--- src/rtl/servo_sweep_multi.sv ---
// Multi-channel hobby-servo PWM controller: one shared frame counter, per-channel
// hold / sweep / slew-to-target duty control with optional pulse-start stagger.
module servo_sweep_multi #(
    parameter int unsigned N_CH          = 4,
    parameter int unsigned W             = 20,
    parameter int unsigned PERIOD_TICKS  = 500000,
    parameter int unsigned MIN_TICKS     = 25000,
    parameter int unsigned MAX_TICKS     = 50000,
    parameter int unsigned CENTER_TICKS  = 37500,
    parameter int unsigned STEP_TICKS    = 250,
    parameter int unsigned STAGGER_TICKS = 0,
    parameter int unsigned DIV_W         = 8
) (
    input  logic                clk_i,
    input  logic                rst_ni,
    input  logic                enable_i,
    input  logic [2*N_CH-1:0]   mode_i,
    input  logic [DIV_W-1:0]    speed_div_i,
    input  logic                wr_en_i,
    input  logic [2:0]          wr_ch_i,
    input  logic [W-1:0]        wr_target_i,
    output logic [N_CH-1:0]     pwm_out_o,
    output logic                frame_tick_o,
    output logic [N_CH-1:0]     dir_o,
    output logic [N_CH-1:0]     at_target_o,
    output logic [W*N_CH-1:0]   duty_mon_o
);

    localparam logic [W-1:0] LastCnt = W'(PERIOD_TICKS - 1);
    localparam logic [W-1:0] MinW    = W'(MIN_TICKS);
    localparam logic [W-1:0] MaxW    = W'(MAX_TICKS);
    localparam logic [W-1:0] CenterW = W'(CENTER_TICKS);
    localparam logic [W:0]   MinW1   = (W+1)'(MIN_TICKS);
    localparam logic [W:0]   MaxW1   = (W+1)'(MAX_TICKS);
    localparam logic [W:0]   StepW1  = (W+1)'(STEP_TICKS);

    logic [W-1:0]     frame_cnt_q, frame_cnt_d;
    logic [DIV_W-1:0] div_cnt_q, div_cnt_d;
    logic [W-1:0]     duty_q [N_CH];
    logic [W-1:0]     duty_d [N_CH];
    logic [W-1:0]     target_q [N_CH];
    logic [W-1:0]     target_d [N_CH];
    logic [W:0]       inc_sum [N_CH];
    logic [W:0]       dec_diff [N_CH];
    logic [W:0]       off_lo [N_CH];
    logic [N_CH-1:0]  dir_q, dir_d;
    logic [N_CH-1:0]  pwm_q, pwm_d;
    logic [N_CH-1:0]  at_q, at_d;
    logic             last_tick;
    logic             update;
    logic [W-1:0]     wr_clamped;

    always_comb begin
        last_tick   = (frame_cnt_q == LastCnt);
        frame_cnt_d = last_tick ? '0 : frame_cnt_q + W'(1);
        div_cnt_d   = div_cnt_q;
        update      = 1'b0;
        if (last_tick) begin
            if (div_cnt_q == speed_div_i) begin
                div_cnt_d = '0;
                update    = 1'b1;
            end else begin
                div_cnt_d = div_cnt_q + DIV_W'(1);
            end
        end
    end

    always_comb begin
        if (wr_target_i < MinW) begin
            wr_clamped = MinW;
        end else if (wr_target_i > MaxW) begin
            wr_clamped = MaxW;
        end else begin
            wr_clamped = wr_target_i;
        end
    end

    // Sums are W+1 bits so neither limit can be crossed by wrap-around.
    always_comb begin
        for (int i = 0; i < N_CH; i++) begin
            inc_sum[i]  = {1'b0, duty_q[i]} + StepW1;
            dec_diff[i] = ({1'b0, duty_q[i]} >= StepW1) ? ({1'b0, duty_q[i]} - StepW1) : '0;
            off_lo[i]   = (W+1)'(i * STAGGER_TICKS);
            duty_d[i]   = duty_q[i];
            dir_d[i]    = dir_q[i];
            target_d[i] = target_q[i];

            if (wr_en_i && (wr_ch_i == 3'(i))) begin
                target_d[i] = wr_clamped;
            end

            // Slew compares against target_q, so a coinciding write is seen next update.
            if (update && enable_i) begin
                case (mode_i[2*i +: 2])
                    2'b01: begin
                        if (!dir_q[i]) begin
                            duty_d[i] = (inc_sum[i] >= MaxW1) ? MaxW : inc_sum[i][W-1:0];
                            dir_d[i]  = (duty_d[i] == MaxW);
                        end else begin
                            duty_d[i] = (dec_diff[i] <= MinW1) ? MinW : dec_diff[i][W-1:0];
                            dir_d[i]  = (duty_d[i] != MinW);
                        end
                    end
                    2'b10: begin
                        if (duty_q[i] < target_q[i]) begin
                            duty_d[i] = (inc_sum[i] >= {1'b0, target_q[i]}) ?
                                        target_q[i] : inc_sum[i][W-1:0];
                            dir_d[i]  = 1'b0;
                        end else if (duty_q[i] > target_q[i]) begin
                            duty_d[i] = (dec_diff[i] <= {1'b0, target_q[i]}) ?
                                        target_q[i] : dec_diff[i][W-1:0];
                            dir_d[i]  = 1'b1;
                        end
                    end
                    default: ;
                endcase
            end

            at_d[i]  = (duty_d[i] == target_d[i]);
            pwm_d[i] = enable_i && ({1'b0, frame_cnt_q} >= off_lo[i]) &&
                       ({1'b0, frame_cnt_q} < off_lo[i] + {1'b0, duty_q[i]});
        end
    end

    always_ff @(posedge clk_i or negedge rst_ni) begin
        if (!rst_ni) begin
            frame_cnt_q <= '0;
            div_cnt_q   <= '0;
            dir_q       <= '0;
            pwm_q       <= '0;
            at_q        <= '1;
            for (int i = 0; i < N_CH; i++) begin
                duty_q[i]   <= CenterW;
                target_q[i] <= CenterW;
            end
        end else begin
            frame_cnt_q <= frame_cnt_d;
            div_cnt_q   <= div_cnt_d;
            dir_q       <= dir_d;
            pwm_q       <= pwm_d;
            at_q        <= at_d;
            for (int i = 0; i < N_CH; i++) begin
                duty_q[i]   <= duty_d[i];
                target_q[i] <= target_d[i];
            end
        end
    end

    always_comb begin
        for (int i = 0; i < N_CH; i++) begin
            duty_mon_o[i*W +: W] = duty_q[i];
        end
    end

    assign frame_tick_o = last_tick;
    assign pwm_out_o    = pwm_q;
    assign dir_o        = dir_q;
    assign at_target_o  = at_q;

endmodule

--- config.mk ---
export PLATFORM = sky130hd
export DESIGN_NAME = servo_sweep_multi
export DESIGN_NICKNAME = d
export VERILOG_FILES = /design/src/rtl/servo_sweep_multi.sv
export SDC_FILE = /design/constraint.sdc
export NUM_CORES = 1
export LEC_CHECK = 0
export CORE_MARGIN = 1.5
export CORE_UTILIZATION = 46
export DETAILED_ROUTE_END_ITERATION = 8
export MAX_ROUTING_LAYER = met4
export PLACE_DENSITY = 0.72
export RECOVER_POWER = 50
export SLEW_MARGIN = 10
export SYNTH_ARGS = -nofsm -noshare
export SYNTH_HDL_FRONTEND = slang
export SYNTH_SLANG_ARGS = --single-unit
--- constraint.sdc ---
create_clock -name clk_i -period 6.4 [get_ports clk_i]
set_clock_uncertainty 0.05 [all_clocks]
set_input_delay 0.64 -clock clk_i [delete_from_list [all_inputs] [get_ports clk_i]]
set_output_delay 0.64 -clock clk_i [all_outputs]
set_load 0.03 [all_outputs]
==> flow_summary.yaml <==
cells_and_area:
  final_common_cell: "nand2_1"
  area.growth.synth_to_final_pct: 15.1
  fin_area_um2: 31400
  drive_gt1_frac: 0.106
  layout_common_cells: "nand2_1, ha_1, nor2_1"
  nNetsFinal: 4305
  nFillCells: 5874
  final_core_util: 0.534
placed_design:
  gp_congestion: 1.08
  io_buffers: 135
  dp.final_hpwl_mm: 108
  placed_cell_area_um2: 30800
yosys:
  syn-mean-instance-area_um2: 7.36
  synth_cell_types: 99
  ys.flop_type: "dfrtp_1"
  synth_top_area_frac: 0.153
  synthArstFlopShare: 1.00
  yosys-top-cells-area: "ha_1, dfrtp_1, dfstp_2"
  synth_top_area_cell: "ha_1"
  syn_area_um2: 27300
  syn-instance-count: 3705
  synth_edf_count: 0
  synth_nets: 4082
  ys_warn_count: 0
  ys_ff_latch: 200
  yosysSeqAreaShare: 0.187
critical_path:
  cp-end-kind: "flip-flop"
  worst-endpoint-required_ns: 6.80
  critPathKind: "reg -> reg"
  crit_path_start_kind: "flip-flop"
  arrival_ns: 6.53
  path_max_fanout: 13
status:
  status: "finished with violations"
  failed_checks: "design-rule violations, max-capacitance violations, max-slew violations"
detailed_routing:
  ant_nets: 0
  drt_first_pass_iters: 9
  wire_per_inst_um: 28.5
  drc_errors: 1
  num_vias: 32200
  drt_wl_total_mm: 134
  drt_iter0_markers: 4071
  drt-vias-per-instance: 6.81
clock_tree:
  clock_latency_ns: 0.51
  clock_path_buffers: 2
  cts_tree: "done"
  cts_root_buf: "clkbuf_16"
  cts_hold_buf: 0
  clk_pin_slew_ns: 0.09
  cts_setup_buffers: 0
  cts_sinks: 200
  cts-htree-levels: 4
  cts_buffers: 17
  cts-resized-gates: 0
timing:
  fmaxAchievable_mhz: 163
  maxSlewViolCount: 102
  period_needed_ns: 6.13
  fin_crit_sh: 0.958
  tightestPinTransition_ns: 5.27
  setup-violations-final: 0
  slew_headroom: -2.51
  finalHoldViolations: 0
power:
  power_density_nw_per_um2: 114
  power_leakage_nw: 13.3
  max-vdd-ir-drop_mv: 0.203
global_route:
  antenna_found_initial: 4
  grt_pass1_vias: 29600
  grtUsageTotal: 0.445
  grt_max_degree: 102
  grt_pass1_wl_mm: 195
  grt_overflow: 0
floorplan:
  core-area_um2: 58800
  fp.dieArea_um2: 60800
  rows: 89
  io_pins: 136
  die_height_um: 246
  floorplan.initialDensity: 0.464
  die_x_um: 246
worst_hold_path:
  hp-class: "reg -> reg"
job:
  drv_cap: 1
metrics by stage:
step | hold slack [ns] | setup slack (ns) | instances | total power, mW | TNS, ns
global route | 0.485 | -0.0524 | 4720 | 3.72 | -0.0524
finish | 0.457 | 0.268 | 4720 | 3.59 | 0
detailed placement | 0.455 | 0.345 | 4682 | 2.42 | 0
global placement | 0.445 | 0.393 | 4682 | 2.42 | 0
floorplan | 0.294 | 0.201 | 3705 | 2.01 | 0
CTS | 0.139 | 0.282 | 4714 | 3.55 | 0
worst max-delay path: stages, from the launching register on:
cell and delay (ns):
dfstp_2 0.47, inv_1 0.22, ha_1 0.43, nand2b_1 0.20, o211ai_1 0.20, nor3_4 0.60, nor2_1 0.21, ha_1 0.35
nand2_1 0.06, or3_1 0.47, a211o_1 0.26, a31o_2 0.21, a32oi_1 0.17, buf_4 0.23, buf_4 0.24, mux2i_1 0.21
o22ai_1 0.10, nand2_1 0.10, nand3_1 0.11, xnor2_1 0.40, o2111ai_1 0.19, nor4_1 0.35, and3_1 0.25
layout make-up:
class	count	area, um^2	area share
Clock buffer	17	425	0.0136
Sequential cell	200	5090	0.162
Inverter	236	886	0.0282
Tap cell	773	967	0.0308
Multi-Input combinational cell	3092	20600	0.658
Clock inverter	15	154	0.00490
Timing Repair Buffer	381	3200	0.102
Antenna cell	6	15.0	0.000478
registers in the layout (all words and copies together) (netlist names):
signal	flops
duty_mon_o	80
target_q	80
frame_cnt_q	20
div_cnt_q	8
at_target_o	4
dir_o	4
pwm_out_o	4
path summary, 6_finish.rpt:
path                                 from         endpoint  slack [ns]  cells past startpoint
min in group asynchronous          rst_ni     target_q[79]        2.07                      1
max                        duty_mon_o[22]   at_target_o[1]        0.27                     22
max in group asynchronous          rst_ni  frame_cnt_q[18]        1.19                      1
min                          div_cnt_q[7]     div_cnt_q[7]        0.46                      1
min reg2reg                  div_cnt_q[7]     div_cnt_q[7]        0.46                      1
max reg2reg                duty_mon_o[22]   at_target_o[1]        0.27                     22
cells in the mapped netlist (30+ instances only):
cell,instances
a21oi_1,267
nand3_1,131
mux2i_1,45
o31ai_1,31
a31oi_1,45
nand2_1,395
nor4_1,47
nand4_1,88
ha_1,334
a21o_1,58
nor2_1,295
o21ai_0,281
a211oi_1,73
nor3_1,142
nand2b_1,37
o211ai_1,48
dfrtp_1,132
xor2_1,45
dfstp_2,68
or3_1,52
and3_1,43
xnor2_1,128
clkbuf_1,145
inv_1,222
o22ai_1,30
logic make-up after synthesis:
logic type / share of synthesized area
adder cells (fa/ha/maj): 0.153
buffers and inverters: 0.0580
flip-flops: 0.187
AO/OA/AOI/OAI: 0.275
AND/OR/NAND/NOR: 0.251
multiplexers: 0.0206
XOR/XNOR: 0.0556
per-layer routing:
metal | track usage | wire length [um] | vias to the layer above
met3 | 0.0989 | 15700 | 446
met2 | 0.641 | 56200 | 2181
met1 | 0.590 | 55200 | 15300
met5 | - | 0 | -
met4 | 0.199 | 7310 | 0
li1 | - | - | 14300
power breakdown:
part	total [mW]	switching [mW]	leakage, nW	internal, mW
clock network	1.15	0.629	0.282	0.521
registers	1.40	0.0628	2.43	1.33
logic	1.04	0.682	10.6	0.363
Note: power is estimated with default switching activity, not from simulation.
